File: src/rtl/rom_header_probe_if.sv
// Byte-read handshake between the header probe and the image store.
//   rd_req  : master -> slave, held until rd_ack or the master gives up
//   rd_addr : master -> slave, linear image byte address, stable while rd_req=1
//   rd_ack  : slave -> master, read complete; rd_data valid in the same cycle
//   rd_data : slave -> master, read byte
interface rom_header_probe_if;
    logic        rd_req;
    logic [21:0] rd_addr;
    logic        rd_ack;
    logic [7:0]  rd_data;

    modport master (output rd_req, output rd_addr, input rd_ack, input rd_data);
    modport slave  (input rd_req, input rd_addr, output rd_ack, output rd_data);
endinterface

File: src/rtl/rom_header_probe.sv
// SNES cartridge header probe. Reads the LoROM ($7FC0) and HiROM ($FFC0)
// header candidates, scores both and reports the chosen mapping.
//   clk, resetn  : clock, asynchronous active-low reset
//   start        : 1-cycle pulse, begins a probe (ignored while busy)
//   bus          : byte-read handshake (master side)
//   busy, done   : probe in progress / 1-cycle results-valid pulse
//   is_hirom, fastrom, rom_size, reset_vec : chosen candidate's fields
//   score_lo, score_hi : candidate scores (0..9)
//   timeout_err  : some read in the last probe timed out and read as $00
module rom_header_probe #(
    parameter int unsigned TIMEOUT = 64
) (
    input  logic                    clk,
    input  logic                    resetn,
    input  logic                    start,
    rom_header_probe_if.master      bus,
    output logic                    busy,
    output logic                    done,
    output logic                    is_hirom,
    output logic                    fastrom,
    output logic [3:0]              rom_size,
    output logic [15:0]             reset_vec,
    output logic [3:0]              score_lo,
    output logic [3:0]              score_hi,
    output logic                    timeout_err
);
    localparam int unsigned CW = $clog2(TIMEOUT + 1);

    typedef enum logic [2:0] {S_IDLE, S_REQ, S_NEXT, S_SCORE, S_DONE} state_t;

    state_t      state;
    logic [7:0]  hdr [18];   // 0..8 LoROM, 9..17 HiROM, in read order
    logic [4:0]  idx;
    logic [CW-1:0] wcnt;
    logic        req_q;
    logic [21:0] addr_q;
    logic [3:0]  sl, sh;

    assign bus.rd_req  = req_q;
    assign bus.rd_addr = addr_q;

    // Read order per candidate: $15 map, $16 type, $17 size, $1C/$1D complement,
    // $1E/$1F checksum, $3C/$3D reset vector.
    function automatic logic [21:0] addr_of(input logic [4:0] i);
        logic [4:0]  k;
        logic [5:0]  off;
        logic [21:0] base;
        if (i >= 5'd9) begin
            k    = i - 5'd9;
            base = 22'h00FFC0;
        end else begin
            k    = i;
            base = 22'h007FC0;
        end
        case (k)
            5'd0:    off = 6'h15;
            5'd1:    off = 6'h16;
            5'd2:    off = 6'h17;
            5'd3:    off = 6'h1C;
            5'd4:    off = 6'h1D;
            5'd5:    off = 6'h1E;
            5'd6:    off = 6'h1F;
            5'd7:    off = 6'h3C;
            default: off = 6'h3D;
        endcase
        return base + {16'd0, off};
    endfunction

    function automatic logic [3:0] score_of(
        input logic [7:0] map, input logic [7:0] size,
        input logic [7:0] c_lo, input logic [7:0] c_hi,
        input logic [7:0] k_lo, input logic [7:0] k_hi,
        input logic [7:0] v_hi, input logic hirom);
        logic [3:0] s;
        s = '0;
        if (({c_hi, c_lo} ^ {k_hi, k_lo}) == 16'hFFFF) s = s + 4'd4;
        if (map[7:5] == 3'b001 && map[0] == hirom)     s = s + 4'd2;
        if (v_hi[7])                                    s = s + 4'd2;
        if (size >= 8'h08 && size <= 8'h0D)             s = s + 4'd1;
        return s;
    endfunction

    always_comb begin
        sl = score_of(hdr[0], hdr[2], hdr[3], hdr[4], hdr[5], hdr[6], hdr[8], 1'b0);
        sh = score_of(hdr[9], hdr[11], hdr[12], hdr[13], hdr[14], hdr[15], hdr[17], 1'b1);
    end

    always_ff @(posedge clk or negedge resetn) begin
        if (!resetn) begin
            state       <= S_IDLE;
            for (int unsigned i = 0; i < 18; i++) hdr[i] <= '0;
            idx         <= '0;
            wcnt        <= '0;
            req_q       <= 1'b0;
            addr_q      <= '0;
            busy        <= 1'b0;
            done        <= 1'b0;
            is_hirom    <= 1'b0;
            fastrom     <= 1'b0;
            rom_size    <= '0;
            reset_vec   <= '0;
            score_lo    <= '0;
            score_hi    <= '0;
            timeout_err <= 1'b0;
        end else begin
            case (state)
                S_IDLE: begin
                    if (start) begin
                        state       <= S_REQ;
                        idx         <= '0;
                        wcnt        <= '0;
                        req_q       <= 1'b1;
                        addr_q      <= addr_of(5'd0);
                        busy        <= 1'b1;
                        is_hirom    <= 1'b0;
                        fastrom     <= 1'b0;
                        rom_size    <= '0;
                        reset_vec   <= '0;
                        score_lo    <= '0;
                        score_hi    <= '0;
                        timeout_err <= 1'b0;
                    end
                end
                S_REQ: begin
                    if (bus.rd_ack) begin
                        hdr[idx] <= bus.rd_data;
                        req_q    <= 1'b0;
                        state    <= S_NEXT;
                    end else if (wcnt == CW'(TIMEOUT - 1)) begin
                        // Unanswered read: substitute $00 so the probe still completes.
                        hdr[idx]    <= 8'h00;
                        timeout_err <= 1'b1;
                        req_q       <= 1'b0;
                        state       <= S_NEXT;
                    end else begin
                        wcnt <= wcnt + 1'b1;
                    end
                end
                S_NEXT: begin
                    if (idx == 5'd17) begin
                        state <= S_SCORE;
                    end else begin
                        idx    <= idx + 5'd1;
                        addr_q <= addr_of(idx + 5'd1);
                        wcnt   <= '0;
                        req_q  <= 1'b1;
                        state  <= S_REQ;
                    end
                end
                S_SCORE: begin
                    score_lo <= sl;
                    score_hi <= sh;
                    if (sh > sl) begin
                        is_hirom  <= 1'b1;
                        fastrom   <= hdr[9][4];
                        rom_size  <= hdr[11][3:0];
                        reset_vec <= {hdr[17], hdr[16]};
                    end else begin
                        is_hirom  <= 1'b0;
                        fastrom   <= hdr[0][4];
                        rom_size  <= hdr[2][3:0];
                        reset_vec <= {hdr[8], hdr[7]};
                    end
                    done  <= 1'b1;
                    state <= S_DONE;
                end
                S_DONE: begin
                    done  <= 1'b0;
                    busy  <= 1'b0;
                    state <= S_IDLE;
                end
                default: state <= S_IDLE;
            endcase
        end
    end
endmodule

File: src/flat_wrapper.sv
// flat-port wrapper written by rule: the top's interface ports become plain ports
module rom_header_probe_flat 
#(
    parameter int unsigned TIMEOUT = 64
)
  (clk, resetn, start, busy, done, is_hirom, fastrom, rom_size, reset_vec, score_lo, score_hi, timeout_err, bus_rd_req, bus_rd_addr, bus_rd_ack, bus_rd_data);
  rom_header_probe_if bus_i ();
  input  logic clk;
  input  logic resetn;
  input  logic start;
  output logic busy;
  output logic done;
  output logic is_hirom;
  output logic fastrom;
  output logic [3:0] rom_size;
  output logic [15:0] reset_vec;
  output logic [3:0] score_lo;
  output logic [3:0] score_hi;
  output logic timeout_err;
  output wire logic [$bits(bus_i.rd_req)-1:0] bus_rd_req;
  output wire logic [$bits(bus_i.rd_addr)-1:0] bus_rd_addr;
  input wire logic [$bits(bus_i.rd_ack)-1:0] bus_rd_ack;
  input wire logic [$bits(bus_i.rd_data)-1:0] bus_rd_data;
  assign bus_rd_req = bus_i.rd_req;
  assign bus_rd_addr = bus_i.rd_addr;
  assign bus_i.rd_ack = bus_rd_ack;
  assign bus_i.rd_data = bus_rd_data;
  rom_header_probe #(.TIMEOUT(TIMEOUT)) u_core (.clk(clk), .resetn(resetn), .start(start), .bus(bus_i), .busy(busy), .done(done), .is_hirom(is_hirom), .fastrom(fastrom), .rom_size(rom_size), .reset_vec(reset_vec), .score_lo(score_lo), .score_hi(score_hi), .timeout_err(timeout_err));
endmodule
File: config.mk
export PLATFORM = sky130hd
export DESIGN_NAME = rom_header_probe_flat
export DESIGN_NICKNAME = d
export VERILOG_FILES = /design/src/rtl/rom_header_probe_if.sv /design/src/rtl/rom_header_probe.sv /design/src/flat_wrapper.sv
export SDC_FILE = /design/constraint.sdc
export NUM_CORES = 1
export LEC_CHECK = 0
export ABC_AREA = 0
export BUFFER_PORTS_ARGS = -buffer_cell sky130_fd_sc_hd__buf_2
export CAP_MARGIN = 30
export CORE_AREA = 8 8 156 121
export CTS_CLUSTER_SIZE = 14
export DETAILED_ROUTE_END_ITERATION = 6
export DIE_AREA = 0 0 164 129
export GPL_TIMING_DRIVEN = 0
export PLACE_DENSITY = 0.79
export SETUP_SLACK_MARGIN = 0.15
export SLEW_MARGIN = 20
export SYNTH_ARGS = -nofsm -noshare
export SYNTH_HDL_FRONTEND = slang
export SYNTH_SLANG_ARGS = --single-unit
export TNS_END_PERCENT = 50
File: constraint.sdc
create_clock -name clk -period 3.3 [get_ports clk]
set_clock_uncertainty 0.2 [all_clocks]
set_input_delay 0.165 -clock clk [delete_from_list [all_inputs] [get_ports clk]]
set_output_delay 0.165 -clock clk [all_outputs]
set_load 0.02 [all_outputs]
# Yosys cells after proc, flatten, opt, wreduce, memory -nomap -nowiden

Memories as Yosys holds them, arrays and structs flattened.
Cells that the tools add are included.

Flip-flop bits (word level): 215
Latch bits: 0
Bits in writable memories: 0
ROM bits: 32
Bits of input ports: 12
Output and inout bits: 56
Word-level logic and storage cells: 156
Memories: 1

Memories:

| memory          | depth | width | read ports | clocked after Yosys merged registers in | write ports | RTL line               | source |
|---|---|---|---|---|---|---|---|
| (no name shown) | 8     | 4     | 1          | 0                                       | 0           | rom_header_probe.sv:55 | `case (k)` |

Add/sub/neg operators: 10
Multipliers: 0
Divide/modulo/power cells: 0
$lt $le $gt $ge: 8
Equality and inequality tests: 16
Shift-type cells: 0
Mux-type cells: 61
Bitwise logic cells: 6
Reduce and logical (&&, ||, !) cells: 22

Operators with widths:

| cell                 | number |
|---|---|
| $mux 144             | 2 |
| $and 144x144->144    | 1 |
| $bwmux 144           | 1 |
| $not 144->144        | 1 |
| $mux 22              | 4 |
| $mux 16              | 3 |
| $pmux 22 s2          | 1 |
| $demux 8 s5          | 1 |
| $eq 16x16->1 const B | 2 |
| $mux 4               | 8 |
| $pmux 16 s2          | 1 |
| $xor 16x16->16       | 2 |
| $mux 7               | 4 |
| $mux 5               | 5 |
| $pmux 4 s2           | 3 |
| $add 22x6->22        | 1 |
| $pmux 7 s3           | 1 |
| $mux 6               | 3 |
| $ge 8x4->1 const B   | 2 |
| $le 8x4->1 const B   | 2 |
| $mux 3               | 5 |
| $pmux 3 s4           | 1 |
| $reduce_bool 2->1    | 6 |
| $pmux 1 s2           | 5 |
| 33 further kinds     | 58 |

# Depth between registers and ports, before layout

Gate-level depths: netlist of run 1.

Depth after elaboration: 12
Depth in mapped cells: 12
Gate-level depth less buffers: 10

# Worst setup path after synthesis of run 1

OpenSTA, ideal clock, no wires.

Path type: register -> register
Start: register u_core.hdr[43] (netlist name)
End: register u_core.reset_vec[2]
Setup time: 0.133 ns
Arrival: 2.797 ns
Required time: 2.967 ns
Setup slack: 0.170 ns
Stages on the path, launching flop included: 12
Buffers on the path: 1
Period minus slack after synthesis: 3.130 ns
Cells stage by stage: dfrtp_1 > xor2_1 > nand4_1 > nor4_1 > ha_1 > mux2_2 > ha_1 > and4_1 > a21oi_1 > buf_2 > mux2i_1 > o21ai_0

Longest elaborated chain between the ends: 12

RTL lines:

| what                             | RTL line                | source |
|---|---|---|
| start: declaration               | rom_header_probe.sv:32  | `logic [7:0] hdr [18];` |
| start signal: indexed assignment | rom_header_probe.sv:126 | `hdr[idx] <= bus.rd_data;` |
| $xor 16x16->16 (*)               | rom_header_probe.sv:76  | `if (({c_hi, c_lo} ^ {k_hi, k_lo}) == 16'hFFFF) s = s + 4'd4;` |
| $eq 16x16->1 (*)                 | rom_header_probe.sv:76  |  |
| $mux 3 (*)                       | rom_header_probe.sv:76  |  |
| $add 3x2->4                      | rom_header_probe.sv:77  | `if (map[7:5] == 3'b001 && map[0] == hirom) s = s + 4'd2;` |
| $mux 4 (*)                       | rom_header_probe.sv:77  |  |
| $add 4x2->4                      | rom_header_probe.sv:78  | `if (v_hi[7]) s = s + 4'd2;` |
| $mux 4 (*)                       | rom_header_probe.sv:78  |  |
| $add 4x1->4                      | rom_header_probe.sv:79  | `if (size >= 8'h08 && size <= 8'h0D) s = s + 4'd1;` |
| $mux 4 (*)                       | rom_header_probe.sv:79  |  |
| $gt 4x4->1 (*)                   | rom_header_probe.sv:153 | `if (sh > sl) begin` |
| $mux 16 (*)                      | rom_header_probe.sv:153 |  |
| $pmux 16 s2 (*)                  | rom_header_probe.sv:106 | `case (state)` |
| end signal: assignment           | rom_header_probe.sv:157 | `reset_vec <= {hdr[17], hdr[16]};` |
| end signal: assignment           | rom_header_probe.sv:162 | `reset_vec <= {hdr[8], hdr[7]};` |
| end: declaration                 | rom_header_probe.sv:22  | `output logic [15:0] reset_vec,` |

Every way passes the cells marked *; elsewhere a longest branch is shown, timed or not.
A chain may end at the register's enable or synchronous reset.

# Worst setup path in the final report of run 1

Start: register u_core.hdr[35] (netlist name)
End: register u_core.rom_size[3]

Longest elaborated chain between the ends: 12

RTL lines:

| what                   | RTL line                | source |
|---|---|---|
| $xor 16x16->16 (*)     | rom_header_probe.sv:76  |  |
| $eq 16x16->1 (*)       | rom_header_probe.sv:76  |  |
| $mux 3 (*)             | rom_header_probe.sv:76  |  |
| $add 3x2->4            | rom_header_probe.sv:77  |  |
| $mux 4 (*)             | rom_header_probe.sv:77  |  |
| $add 4x2->4            | rom_header_probe.sv:78  |  |
| $mux 4 (*)             | rom_header_probe.sv:78  |  |
| $add 4x1->4            | rom_header_probe.sv:79  |  |
| $mux 4 (*)             | rom_header_probe.sv:79  |  |
| $gt 4x4->1 (*)         | rom_header_probe.sv:153 |  |
| $mux 4 (*)             | rom_header_probe.sv:153 |  |
| $pmux 4 s2 (*)         | rom_header_probe.sv:106 |  |
| end signal: assignment | rom_header_probe.sv:156 | `rom_size <= hdr[11][3:0];` |
| end signal: assignment | rom_header_probe.sv:161 | `rom_size <= hdr[2][3:0];` |
| end: declaration       | rom_header_probe.sv:21  | `output logic [3:0] rom_size,` |

Marks and branches as above.

==> summary.md, run 1 <==
| Metric | Value |
|---|---|
| Design Power | `0.00665 W` |
| Post-synth top area share | `0.550` |
| Vias in the first global route | `5,676` |
| Setup repair after global routing missed its margin | `true` |
| Die ar. | `about 21,000 um^2` |
| RePlAce Congestion | `0.835` |
| First-pass GRT wire length | `31,000 um` |
| WL/cell | `18.1 um` |
| CTS Sinks | `roughly 180` |
| Antenna Nets Post-Route | `0` |
| Inst Count DP | `977` |
| Slew margin rel. | `0.401` |
| Worst-path cell chain | `xor2_1, nand4_1, nor4_4, ha_1, mux2_4, ha_4, o211ai_1, a21oi_4, buf_12, buf_8, mux2i_4, o21ai_1` |
| Fin crit share | `0.997` |
| Pleak | `4.77 nW` |
| Post-Layout Cell Count | `1,030` |
| Yosys cell types | `47` |
| Final HPWL DP | `12,400 um` |
| Max-cap violations | `0` |
| Antenna diodes | `0` |
| Antenna violations before repair | `0` |
| Fin util | `0.591` |
| Sequential-to-total area share from yosys stat | `0.550` |
| Switching share of power | `0.308` |
| FF-to-FF path depth | `12` |
| Post-synth EDFFs | `0` |
| Crit path max fanout | `5` |
| Syn_area_per_cell | `11.6 um^2` |
| Clock power frac | `0.334` |
| Area growth, synth to finish | `20.9%` |
| Worst r2r src | `u_core.hdr[35]` |
| Number of synthesized register bits | `177` |
| Met3 usage | `0.0348` |
| Initial core utilization | `0.489` |
| Clock Pin Slew Worst Setup and Hold Paths | `0.07 ns` |
| Fmax | `a little over 300 MHz` |
| Worst path bufs/invs | `2` |
| Sw power | `0.00205 W` |
| Most common cell in the netlist | `dfrtp_1` |
| CTS tree | `yes` |
| Sequential share of power | `0.390` |
| Internal | `0.00460 W` |
| Critical path's slowest cell | `nor4_4` |
| Worst VDD drop | `~290 uV` |
| Pin count of the biggest net entering global routing | `93` |
| Final hold vios | `0` |
| Final setup fails | `0` |
| Least-Margin Pin Slew | `0.892 ns` |
| Most Crowded Layer GR | `met2` |
| Grt total ovfl | `0` |
| Final wirelength | `around 19,000 um` |
| Async S/R FF share, synth | `1.00` |
| Area leader, netlist | `dfrtp_1` |
| Hold crit path type | `input port to flip-flop` |
| Yosys Warn Count | `0` |
| Clock Root Buffer | `clkbuf_16` |
| Synth top cells by count | `dfrtp_1, mux2_2, nand2_1, o21ai_0, xor2_1` |
| Startpoint types | `flip-flop` |
| GR Util met1 | `0.259` |
| Initial drt markers | `between 400 and 500` |
| Share of cells above drive strength 1 | `0.308` |
| Die H | `129 um` |
| Critical path type | `flip-flop to flip-flop` |
| CTS HTree Levels | `4` |
| CP max stage delay | `approximately 0.41 ns` |
| Comb power frac | `0.276` |
| DR vias | `5,645` |
| FF-to-FF End | `u_core.rom_size[3]` |
| Prevailing post-synth register cell | `dfrtp_1` |
| Nets | `just over 800` |
| Worst Hold Launch | `bus_rd_ack` |
| Clock latency on the worst-skew pair | `0.43 ns` |
| Arrival time of the worst setup path | `around 3.4 ns` |
| Min-Delay Endpoint | `u_core.timeout_err` |
| Core footprint | `16,500 um^2` |
| Cts bufs inserted | `17` |
| Critical Path Sink Type | `flip-flop` |
| Syn Inst Count | `between 600 and 700` |
| Tmin final | `3.29 ns` |
| WP data required | `3.40 ns` |
| I/O Buffers | `61` |
| M2 GR Usage | `0.295` |
| Max-slew violations | `0` |
| Rows | `41` |
| Vias/cell | `5.48` |
| Top delay family on crit path | `simple AND/OR/NAND/NOR gates` |
| Area contributors post-synth | `dfrtp_1, mux2_2, o21ai_0, xor2_1, nand2_1` |
| Power per standard cell area | `between 600 and 700 nW/um^2` |
| Clock tree buffer depth | `2` |
| Cell depth of the worst hold path | `4` |
| Mapped Area | `~8000 um^2` |
| R2R Setup Slk | `0.009 ns` |
| Initial DRT Pass Iterations | `4` |
| IO Count | `68` |
| GR Util All Layers | `0.188` |
| Outcome | `completed` |
| DR DRC count | `0` |
| Die width | `164 um` |
==> cell usage in the layout (no fill, tap or decap), drive strengths merged, types with 6 or more instances in the layout <==
cell type    instances
and2                11
xor2                35
clkbuf              43
nand3               13
mux2                99
inv                 12
nand2               77
buf                 98
dlygate4sd3         10
conb                 6
nand4               13
a21oi               19
o21ai               72
a22o                 7
dfrtp              177
mux2i               22
o211ai               6
ha                  12
nor2                21
==> metal layers <==
metal,part of all wire,vias to the layer above
met5,0,-
met4,0.017,0
met3,0.045,25
met2,0.46,135
met1,0.48,2853
li1,-,2632
==> cells by family (layout without fill, tap and decap cells) <==
logic type | after synthesis | after routing | share of synthesized area
adders and majority gates | 12 | 12 | 0.0186
buffers and inverters | 58 | 173 | 0.0349
muxes | 121 | 121 | 0.166
AOI/OAI and AO/OA | 119 | 119 | 0.0851
xor gates and xnor gates | 39 | 39 | 0.0424
and+or+nand+nor | 168 | 168 | 0.103
DFF | 177 | 177 | 0.550
other | 1 | 6 | 0.000465
==> power by group through the flow <==
| stage | clock (W) | combinational (W) | sequential [W] |
|---|---|---|---|
| 6_report | 0.00222 | 0.00183 | 0.00259 |
| 5_1_grt | 0.00233 | 0.00201 | 0.00263 |
| 4_1_cts | 0.00224 | 0.00177 | 0.00259 |
| 3_5_place_dp | 0 | 0.00143 | 0.00262 |
| 3_3_place_gp | 0 | 0.00139 | 0.00261 |
| 2_1_floorplan | 0 | 0.000961 | 0.00265 |
==> timing repair <==
| action | in CTS | in global routing |
|---|---|---|
| hold endpoints to repair | 114 | 0 |
| pin swaps | 6 | 4 |
| hold buffers | 10 | 0 |
| gates cloned | 2 | 0 |
| endpoints found under the setup margin | 22 | 24 |
| setup buffers | 8 | 2 |
| gates resized for setup | 35 | 18 |
==> worst max-delay path by stage <==
stage	from	endpoint	slack [ns]	cells past startpoint
floorplan	u_core.hdr[43]	u_core.reset_vec[2]	0.17	11
global placement	resetn	u_core.reset_vec[4]	-0.88	1
detailed placement	u_core.hdr[113]	u_core.rom_size[3]	-0.68	11
CTS	u_core.hdr[29]	u_core.reset_vec[12]	0.06	13
global route	u_core.hdr[23]	u_core.reset_vec[14]	-0.12	13
finish	u_core.hdr[35]	u_core.rom_size[3]	0.009	12
==> registers in the layout, summed over array words and instances, names as in the netlist, 3 cells and up <==
| register | flops |
|---|---|
| u_core.wcnt | 7 |
| u_core.score_hi | 4 |
| u_core.score_lo | 4 |
| u_core.hdr | 122 |
| u_core.reset_vec | 16 |
| u_core.idx | 5 |
| u_core.rom_size | 4 |
| u_core.state | 3 |
| u_core.bus.rd_addr | 6 |
==> per-stage QoR <==
step           setup TNS (ns)  cell area [um^2]  setup slack (ns)  hold WS [ns]
3_3_place_gp          -165.25              8650            -0.876         0.256
3_5_place_dp           -12.62              8690            -0.681        0.0173
4_1_cts                     0              9690            0.0603        0.0329
6_report                    0              9740           0.00942        0.0399
2_1_floorplan               0              8080             0.170        -0.331
5_1_grt                 -1.83              9740            -0.117        0.0497
==> cell type report <==
cell class | count | area (um^2)
inverters | 10 | 37.5
multi-input cells | 465 | 3490
flip-flops and latches | 177 | 4430
well taps | 215 | 269
repair buffers | 84 | 597
clock inverters | 12 | 205
clock buffers | 19 | 443
fillers | 1263 | 6730
plain buffers | 48 | 265
==> tightest hold or removal path, stage by stage <==
cell and delay (ns):
buf_2 0.19, inv_1 0.12, nand3_1 0.09, a21oi_1 0.06
Power figures use the tool's default switching activity.
==> run 2, diff against run 1 <==
Settings changed: ABC_AREA 0 to 1, CAP_MARGIN 30 to default, CELL_PAD_IN_SITES_DETAIL_PLACEMENT from default to 1, CELL_PAD_IN_SITES_GLOBAL_PLACEMENT from default to 1, CORE_AREA 8 8 156 121 to 8 8 173 134, DIE_AREA 0 0 164 129 to 0 0 181 142, PLACE_DENSITY 0.79 to 0.82.
==> run 2 against run 1 <==
Net effect:
- non-clock buffer count unchanged
- area after synthesis up 1.6%
- hold slack better by 0.072 ns
- critical path depth rose by 5
- utilization down 11 points
- synthesized cell count rose by 31%
- cell count grew 25%
- setup slack gained 0.056 ns
- power is 17% higher
- first-iteration DRC count up 25%
- flip-flop and latch count stayed put
- clock power decreased by 10%
- critical path type unchanged
- highest routed layer unchanged
==> summary.md, run 2 <==
| Metric | Value |
|---|---|
| Antenna violations before repair | `0 (unchanged)` |
| Setup repair after global routing missed its margin | `true` |
| Yosys cell types | `34 (-28%)` |
| Final wirelength | `25,300 um (+35%)` |
| Rows | `46 (+12%)` |
| DR vias | `6,934 (+23%)` |
| Clock Pin Slew Worst Setup and Hold Paths | `0.07 ns (about the same)` |
| Antenna Nets Post-Route | `0 (unchanged)` |
| R2R Setup Slk | `0.07 ns (+0.06 ns)` |
| Critical path type | `flip-flop to flip-flop` |
| Top Registers | `u_core.hdr (122), u_core.reset_vec (16), u_core.wcnt (7)` |
| Share of cells above drive strength 1 | `0.194 (-0.114)` |
| Antenna diodes | `0 (unchanged)` |
| Syn_area_per_cell | `8.98 um^2 (-23%)` |
| Critical Path Sink Type | `flip-flop` |
| Vias in the first global route | `7,376 (+30%)` |
| Clock Root Buffer | `clkbuf_16` |
| Synth top cells by count | `nand2_1, dfrtp_1, o21ai_0, inv_1, a21oi_1` |
| Outcome | `completed` |
| Post-synth EDFFs | `0 (unchanged)` |
| Cts bufs inserted | `17 (unchanged)` |
| Core footprint | `20,600 um^2 (+25%)` |
| Most frequent cells in the layout | `nand2_1, dfrtp_1, o21ai_0, buf_2, inv_1` |
| First-pass GRT wire length | `40,400 um (+30%)` |
| Design Power | `0.00779 W (+17%)` |
| Yosys Warn Count | `0 (unchanged)` |
| Post-synth top area share | `0.541 (-0.00866)` |
| Initial core utilization | `0.397 (-0.0920)` |
| Pin count of the biggest net entering global routing | `95 (+2.2%)` |
| Nets | `1,039 (+26%)` |
| Power per standard cell area | `789 nW/um^2 (+16%)` |
| Area contributors post-synth | `dfrtp_1, nand2_1, o21ai_0, a21oi_1, inv_1` |
| Slew margin rel. | `0.504 (+0.103)` |
| Largest register FFs | `122 (unchanged)` |
| Fmax | `309 MHz (+1.7%)` |
| IO Count | `68 (unchanged)` |
| FF-to-FF path depth | `17 (+5)` |
| I/O Buffers | `60 (-1.6%)` |
| RePlAce Congestion | `0.816 (-2.3%)` |
| Post-route cell area | `9870 um^2 (+1.3%)` |
| Post-DP Area | `8870 um^2 (+2.1%)` |
| Die ar. | `25,700 um^2 (+21%)` |
| Sequential-to-total area share from yosys stat | `0.541 (-0.00866)` |
| Hold WS | `0.112 ns (+0.0721 ns)` |
| Fin crit share | `0.980 (-0.0169)` |
| Clock latency on the worst-skew pair | `0.45 ns (+0.02 ns)` |
| WP data required | `3.49 ns (+0.09 ns)` |
| WL/cell | `19.5 um (+7.7%)` |
| Grt total ovfl | `0 (unchanged)` |
| Number of synthesized register bits | `177 (unchanged)` |
| Hold crit path type | `input port to asynchronous set/reset pin` |
| Crit path max fanout | `5 (unchanged)` |
| Clock tree buffer depth | `2 (unchanged)` |
| Worst r2r src | `u_core.hdr[47]` |
| Mapped Area | `8190 um^2 (+1.6%)` |
| Area growth, synth to finish | `20.5%` |
| CTS tree | `yes` |
| Syn Inst Count | `912 (+31%)` |
| Die width | `181 um (+10%)` |
| CTS HTree Levels | `4 (unchanged)` |
| Area leader, netlist | `dfrtp_1` |
| DR DRC count | `0 (unchanged)` |
| Commonest non-fill, non-tap cell in the layout | `nand2_1` |
| Initial drt markers | `508 (+25%)` |
| Pleak | `4.74 nW (-0.62%)` |
| Async S/R FF share, synth | `1.00 (unchanged)` |
| CTS Sinks | `177 (unchanged)` |
| Final HPWL DP | `16,100 um (+29%)` |
| Max-slew violations | `0 (unchanged)` |
| Die H | `142 um (+10%)` |
| Tmin final | `3.23 ns (-0.0559 ns)` |
| Final setup fails | `0 (unchanged)` |
| Vias/cell | `5.37 (-2.1%)` |
| GR Util All Layers | `0.198 (+0.00992)` |
| Least-Margin Pin Slew | `0.744 ns (-0.148 ns)` |
| Final hold vios | `0 (unchanged)` |
| Prevailing post-synth register cell | `dfrtp_1` |
| Startpoint types | `flip-flop` |
| Most flops, register | `u_core.hdr` |
| Most common cell in the netlist | `nand2_1` |
| Worst VDD drop | `447 uV (+56%)` |
| Max-cap violations | `0 (unchanged)` |
| Arrival time of the worst setup path | `3.42 ns (+0.03 ns)` |
| Initial DRT Pass Iterations | `6 (+2)` |
| FF-to-FF End | `u_core.rom_size[1]` |
-- run 2: final cells by class --
cell class	count	area (um^2)
buffer	54	472
clock inverter	15	138
inverter	69	259
multi-input combinational	618	3310
clock buffer	17	425
fill	2381	10700
timing repair buffer	78	503
sequential	177	4430
tap	264	330
-- run 2: what timing repair did --
| action | in CTS | in global routing |
|---|---|---|
| gates resized for setup | 65 | 16 |
| buffers inserted | 1 | 3 |
| hold buffers | 11 | 0 |
| hold endpoints to repair | 128 | 0 |
| setup endpoints to repair | 22 | 22 |
| cloned | 3 | 0 |
| pin swaps | 14 | 8 |
-- run 2: through the flow --
step            util  TNS (ns)  std cells  setup slack [ns]
4_1_cts        0.475         0       1289             0.100
6_report       0.479         0       1292            0.0653
3_3_place_gp   0.429   -192.38       1241             -1.07
3_5_place_dp   0.431     -7.54       1242            -0.490
5_1_grt        0.479    -0.150       1292           -0.0397
2_1_floorplan      -         0        917             0.333
-- run 2: worst max path at each step --
stage,start,endpoint,cells after the start
final,u_core.hdr[47],u_core.rom_size[1],17
after floorplan,u_core.hdr[25],u_core.fastrom,18
after detailed placement,u_core.hdr[41],u_core.rom_size[2],17
after CTS,u_core.hdr[31],u_core.rom_size[1],17
after global placement,resetn,u_core.hdr[31],1
after global routing,u_core.hdr[98],u_core.reset_vec[3],17
-- run 2: cell families after synthesis --
group | share of synthesized area
xor gates and xnor gates | 0.0353
buffers and inverters | 0.0830
AOI/OAI and AO/OA | 0.135
other | 0.000458
DFF | 0.541
and+or+nand+nor | 0.186
adders and majority gates | 0.0183
-- run 2: report_power, final --
part	internal (W)	switching, W
Sequential	0.00267	0.000334
Clock	0.00100	0.000990
Combinational	0.000959	0.00183
Total	0.00463	0.00316
-- run 2: metal layers --
metal	routed length, um	GRT usage	vias to the layer above
met1	11100	0.254	3496
met3	1370	0.0434	64
li1	-	-	3152
met4	792	0.0762	0
met2	12000	0.326	222
met5	0	0	-
-- run 2: worst max-delay path, stage by stage (launching register included) --
cell and delay (ns):
dfrtp_1 0.39, xnor2_1 0.13, nor2_1 0.14, nand3_1 0.16, nor2_2 0.14, nand2_2 0.11
inv_2 0.09, ha_4 0.20, or2_4 0.23, a21boi_4 0.15, ha_4 0.27, nand2_4 0.07
o21ai_4 0.19, o21ai_4 0.15, clkbuf_8 0.20, a21oi_2 0.17, o21ai_2 0.10, nand2_1 0.08
